**config.mk**
```make
export PLATFORM = sky130hd
export DESIGN_NAME = jk_excite_ctrl
export DESIGN_NICKNAME = d
export VERILOG_FILES = /design/src/rtl/jk_excite_ctrl.sv
export SDC_FILE = /design/constraint.sdc
export NUM_CORES = 1
export LEC_CHECK = 0
export CAP_MARGIN = 20
export CORE_UTILIZATION = 48
export DETAILED_ROUTE_END_ITERATION = 6
export GPL_TIMING_DRIVEN = 0
export PLACE_DENSITY = 0.77
export SLEW_MARGIN = 20
export SYNTH_ARGS = -nofsm -noshare
export SYNTH_HDL_FRONTEND = slang
export SYNTH_SLANG_ARGS = --single-unit
```
**constraint.sdc**
```tcl
create_clock -name Clk -period 3 [get_ports Clk]
set_input_delay 0.45 -clock Clk [delete_from_list [all_inputs] [get_ports Clk]]
set_output_delay 0.45 -clock Clk [all_outputs]
set_load 0.01 [all_outputs]
```
**src/rtl/jk_excite_ctrl.sv**
```systemverilog
`default_nettype none
// ============================================================================
//  Module   : jk_excite_ctrl
//  Purpose  : Drives a bank of W synchronous JK flops. It takes one request
//             at a time (LOAD / CLEAR / SET / TOGGLE) and applies one cycle of
//             excitation. It then checks the Q feedback and retries with
//             minimal-change J/K until the bank matches or the retries run out.
//  Revision : 1.0  initial release
// ============================================================================
module jk_excite_ctrl #(
  parameter int W         = 4,
  parameter int MAX_RETRY = 2
) (
  input  logic         Clk,
  input  logic         R,
  input  logic         req_valid,
  output logic         req_ready,
  input  logic [1:0]   req_op,
  input  logic [W-1:0] req_data,
  input  logic [W-1:0] q_fb,
  output logic [W-1:0] jk_j,
  output logic [W-1:0] jk_k,
  output logic         jk_ce,
  output logic         jk_r,
  output logic         jk_s,
  output logic         busy,
  output logic         done,
  output logic         err
);

  localparam logic [1:0] OP_LOAD   = 2'b00;
  localparam logic [1:0] OP_CLEAR  = 2'b01;
  localparam logic [1:0] OP_SET    = 2'b10;
  localparam logic [1:0] OP_TOGGLE = 2'b11;
  localparam logic [3:0] RETRY_LIMIT = 4'(MAX_RETRY);

  typedef enum logic [1:0] {
    IDLE  = 2'd0,
    DRIVE = 2'd1,
    CHECK = 2'd2
  } state_t;

  state_t       state;
  logic [W-1:0] expected;
  logic [3:0]   retry_cnt;

  // Only IDLE can take a new request; this is the one unregistered output.
  assign req_ready = (state == IDLE);

  // Controller FSM. All drive and status outputs are registered here. Drive
  // outputs default to zero every cycle, so each excitation lasts exactly
  // the single DRIVE cycle.
  always_ff @(posedge Clk) begin
    if (R) begin
      state     <= IDLE;
      expected  <= '0;
      retry_cnt <= '0;
      jk_j      <= '0;
      jk_k      <= '0;
      jk_ce     <= 1'b0;
      jk_r      <= 1'b0;
      jk_s      <= 1'b0;
      busy      <= 1'b0;
      done      <= 1'b0;
      err       <= 1'b0;
    end else begin
      jk_j  <= '0;
      jk_k  <= '0;
      jk_ce <= 1'b0;
      jk_r  <= 1'b0;
      jk_s  <= 1'b0;
      done  <= 1'b0;
      err   <= 1'b0;
      case (state)
        IDLE: begin
          if (req_valid) begin
            retry_cnt <= '0;
            busy      <= 1'b1;
            state     <= DRIVE;
            case (req_op)
              OP_LOAD: begin
                expected <= req_data;
                // Excite only the bits that must move.
                jk_j     <= ~q_fb & req_data;
                jk_k     <= q_fb & ~req_data;
                jk_ce    <= 1'b1;
              end
              OP_CLEAR: begin
                expected <= '0;
                jk_r     <= 1'b1;
              end
              OP_SET: begin
                expected <= '1;
                jk_s     <= 1'b1;
              end
              OP_TOGGLE: begin
                expected <= ~q_fb;
                jk_j     <= '1;
                jk_k     <= '1;
                jk_ce    <= 1'b1;
              end
              default: ;
            endcase
          end
        end
        DRIVE: begin
          // The bank updates on the edge that ends this cycle.
          state <= CHECK;
        end
        CHECK: begin
          if (q_fb == expected) begin
            state <= IDLE;
            busy  <= 1'b0;
            done  <= 1'b1;
          end else if (retry_cnt < RETRY_LIMIT) begin
            // A retry always steers toward the target with J/K. This holds
            // even for CLEAR/SET, because R/S failing again would not help.
            retry_cnt <= retry_cnt + 4'd1;
            jk_j      <= ~q_fb & expected;
            jk_k      <= q_fb & ~expected;
            jk_ce     <= 1'b1;
            state     <= DRIVE;
          end else begin
            state <= IDLE;
            busy  <= 1'b0;
            done  <= 1'b1;
            err   <= 1'b1;
          end
        end
        default: begin
          state <= IDLE;
          busy  <= 1'b0;
        end
      endcase
    end
  end

endmodule
`default_nettype wire

```
Word-level counts from Yosys, hierarchy flattened:

Cells that the tools add are included.

* register bits: 24
* bits of input ports: 13
* output and inout bits: 15

* add/sub/neg operators: 1
* $lt $le $gt $ge: 1
* equal/unequal tests: 10
* muxes and demuxes: 32
* bitwise logic cells: 11
* reductions and logical operators: 10

Operators by type and width (count)
* $pmux W4 S2: 5
* $mux W4: 9
* $and A4 B4 Y4: 4
* $pmux W4 S4: 1
* $mux W1: 13
* $not A4 Y4: 3
* $eq A2 B2 Y1 const B: 3
* $ne A2 B2 Y1 const B: 3
* $pmux W2 S3: 1
* $reduce_or A3 Y1: 2
* $add A4 B1 Y4 const B: 1
* $eq A2 B1 Y1 const B: 2
* $eq A4 B4 Y1: 1
* $logic_not A2 Y1: 2
* $lt A4 B2 Y1 const B: 1
* $not A1 Y1: 4
* $reduce_and A4 Y1: 1
* $reduce_or A2 Y1: 2
* $ne A3 B3 Y1 const B: 1
* $pmux W1 S3: 1
* $reduce_and A3 Y1: 1
* $mux W2: 1
* $pmux W1 S2: 1
* $reduce_and A2 Y1: 1
* $reduce_bool A2 Y1: 1

Depth between registers and ports, before layout:

* depth after elaboration: 5
* mapped depth: 5
* depth with buffers taken out: 5

Least setup slack after synthesis:

OpenSTA, ideal clock, no wires.

* path kind: input to register
* from: input port q_fb[0]
* to: register retry_cnt[1]
* library setup time: 0.059 ns
* arrival: 1.478 ns
* data required time: 2.941 ns
* path slack: 1.463 ns
* stages: 5
* path buffers: 0
* path through: inv_1 > ha_1 > and4_1 > nor3b_4 > a22o_1

* cells in the longest elaborated chain, start to end: 3

RTL lines
* start: declaration: RTL line 20 `input logic [W-1:0] q_fb,`
* $eq A4 B4 Y1: RTL line 111 `if (q_fb == expected) begin`
* $ne A2 B2 Y1 (no line)
* $reduce_and A4 Y1 (no line)
* end signal: assignment: RTL line 118 `retry_cnt <= retry_cnt + 4'd1;`
* end: declaration: RTL line 45 `logic [3:0] retry_cnt;`

Every way passes these cells.
A chain may end at the register's enable or synchronous reset.

Final worst setup path:

Ends and elaborated chain as after synthesis.

==> impl_metrics.csv <==
group,metric,value,unit
synthesis,synth_fa_ha_area_frac,0.138,
synthesis,synthesis.area,1180,sq um
setup_path,end_kind,"flop",
timing,fmax,489,MHz
synthesis,synth_mux_area_frac,0.00952,
clocking,cts_setup_buffers,0,
setup_path,required,3.26,ns
clocking,h-tree-depth,1,
floorplan,start_util,0.520,
drt,route.detailed.drc,0,
synthesis,synth-compound-area-share,0.197,
synthesis,yosys_most_used_dff,"dfxtp_1",
clocking,clkTransAtPathRegs,0.12,ns
clocking,cts_buffers,3,
clocking,cts_hold_buffers,0,
clocking,root_buffer,"clkbuf_4",
outcome,outcome,"finished clean",
clocking,clock-sinks,24,
setup_path,crit_chain,"clkdlybuf4s50_1 -> inv_1 -> ha_1 -> and4_1 -> nor3b_4 -> a22o_1",
timing,setup_slack,0.955,ns
global_routing,grt_remaining_overflow,0,
drt,drt_wl_total,2.45,mm
setup_path,path_buf_inv,2,
synthesis,synth_top_area_share,0.406,
drt,avgViaCountPerCell,5.47,
floorplan,die_h,51.6,um
drt,vias,995,
global_routing,grt_pass1_vias,982,
worst_hold_path,hold_path_class,"reg -> reg",
synthesis,synth_area_per_cell,9.61,sq um
floorplan,fp.dieW,51.6,um
timing,rsz0062_at_grt,"false",
drt,drt_iter0_markers,25,
synthesis,synth_nets,149,
timing,fin_skew,0.00557,ns
setup_path,max_stage_delay,0.52,ns
synthesis,synthTopCellsByCount,"24 x dfxtp_1, 15 x inv_1, 13 x ha_1, 8 x o2bb2ai_1, 7 x a21oi_1",
timing,setup-tns-final,0,ns
layout,fill_cells,178,
timing,min_period,2.05,ns
synthesis,synth_top_area_cell,"dfxtp_1",
synthesis,synthTopCellsByArea,"dfxtp_1 41%, ha_1 14%, o2bb2ai_1 5.9%",
synthesis,synthArstFlopShare,0,
setup_path,startpoint_type,"input port",
setup_path,critPathSlowestCell,"clkdlybuf4s50_1",
layout,drive_above_1_share,0.0779,
timing,period_share,0.682,
synthesis,synthSimpleGateAreaFrac,0.184,
place,pre_cts_ws,0.645,ns
layout,multi_input_comb_area,624,sq um
synthesis,synth_cell_types,34,
layout,layout.area.seq,480,sq um
place,dp_hpwl,1.87,mm
setup_path,path_class,"in -> reg",
synthesis,synth-seq-cells,24,
place,portBuffers,27,
layout,final_cells,182,
timing,hold_viol,0,
layout,final_area,1520,sq um
place,dp_cells,178,
timing,final-max-slew-violation-count,0,
timing,worst_slew_pin_slew,0.701,ns
layout,nNetsFinal,181,
floorplan,dieArea,2670,sq um
place,gp_congestion,0.813,
power_and_ir_drop,power_density,408,nW/um^2
timing,finalSetupViolations,0,
clocking,clk_path_buf_depth,2,
clocking,cts_tree,"done",
global_routing,grt_usage,0.211,
synthesis,synth_most_common_cell,"dfxtp_1",
floorplan,io_pins,28,
clocking,post_cts_resized,0,
power_and_ir_drop,max-vdd-ir-drop,0.330,mV
clocking,clk_latency,0.31,ns
timing,maxSlewHeadroom,0.532,
setup_path,cp_max_fo,9,
job,maxCapViolCount,0,
floorplan,rows,17,
synthesis,synth_top_family_by_area,"compound AO/OA/AOI/OAI gates",
synthesis,synth-xor-area-share,0,
setup_path,crit_family,"simple AND/OR/NAND/NOR gates",
drt,wl_per_cell,13.4,um
drt,drt-pass1-iter-count,4,
power_and_ir_drop,p_leak,0.605,nW
place,place_area,1490,sq um
drt,drtAntennaViolNets,0,
floorplan,coreArea,2280,sq um
global_routing,grt_pass1_wl,4.21,mm
global_routing,antenna_found_initial,0,
synthesis,synth_warnings,0,
layout,antennaDiodeCount,0,
setup_path,arrival,2.30,ns
layout,syn2layout_area_growth,28.9,%
global_routing,grt_max_degree,14,
synthesis,ys_seq_area_frac,0.406,
synthesis,synth_edf_count,0,
synthesis,netlist_instances,123,
## placed cells by master, fill, tap and decap left out, types with 2 or more instances in the layout
master,n
clkdlybuf4s50_1,27
dfxtp_1,24
inv_1,15
ha_1,13
o2bb2ai_1,8
a21oi_1,7
a31oi_1,6
nor2_1,5
nor3b_1,4
nand2b_1,4
nand2_1,4
clkbuf_1,3
nor3_1,3
a221o_1,3
clkbuf_4,3
nor2b_1,2
nand3_1,2
buf_2,2
## registers in the layout (all words and copies together), names as in the netlist
register,cells
busy,1
done,1
err,1
expected,4
jk_ce,1
jk_j,4
jk_k,4
jk_r,1
jk_s,1
retry_cnt,4
state,2
## per-layer routing
layer / vias up / wire length (um) / global-route usage / share of wire
li1: 503 / - / - / -
met5: - / 0 / 0 / 0
met2: 24 / 1200 / 0.372 / 0.49
met4: 0 / 14 / 0.0676 / 0.0057
met1: 466 / 1150 / 0.258 / 0.47
met3: 2 / 88 / 0.0351 / 0.036
## worst paths after layout
path | startpoint | cells past startpoint | slack (ns) | endpoint
hold / removal | busy | 1 | 0.49 | busy
setup / recovery | q_fb[0] | 6 | 0.95 | retry_cnt[1]
setup reg to reg | expected[0] | 4 | 1.37 | retry_cnt[1]
hold reg to reg | busy | 1 | 0.49 | busy
## cell type report
type / count / share of cell area
repair buffers: 27 / 0.177
well taps: 28 / 0.0230
clock buffers: 4 / 0.0238
plain buffers: 5 / 0.0140
inverters: 15 / 0.0369
multi-input cells: 79 / 0.410
flip-flops and latches: 24 / 0.315
## cells by family (layout without fill, tap and decap cells)
group                      count (synthesis)  in the layout
muxes                                      1              1
adders and majority gates                 13             13
buffers and inverters                     20             51
AOI/OAI and AO/OA                         31             31
and+or+nand+nor                           34             34
DFF                                       24             24
## power by group
group / internal [mW] / switching, mW / leakage [nW] / total [mW]
combinational: 0.0568 / 0.0567 / 0.389 / 0.114
clock: 0.0740 / 0.0936 / 0.0210 / 0.168
sequential: 0.331 / 0.00879 / 0.195 / 0.340
total: 0.462 / 0.159 / 0.605 / 0.621
## through the flow
| stage | utilization | power [mW] | hold WS, ns |
|---|---|---|---|
| floorplan | - | 0.408 | 0.452 |
| global placement | 0.654 | 0.457 | 0.463 |
| detailed placement | 0.654 | 0.461 | 0.471 |
| CTS | 0.670 | 0.624 | 0.493 |
| global route | 0.670 | 0.650 | 0.504 |
| finish | 0.670 | 0.621 | 0.487 |
Note: power is estimated with default switching activity, not from simulation.
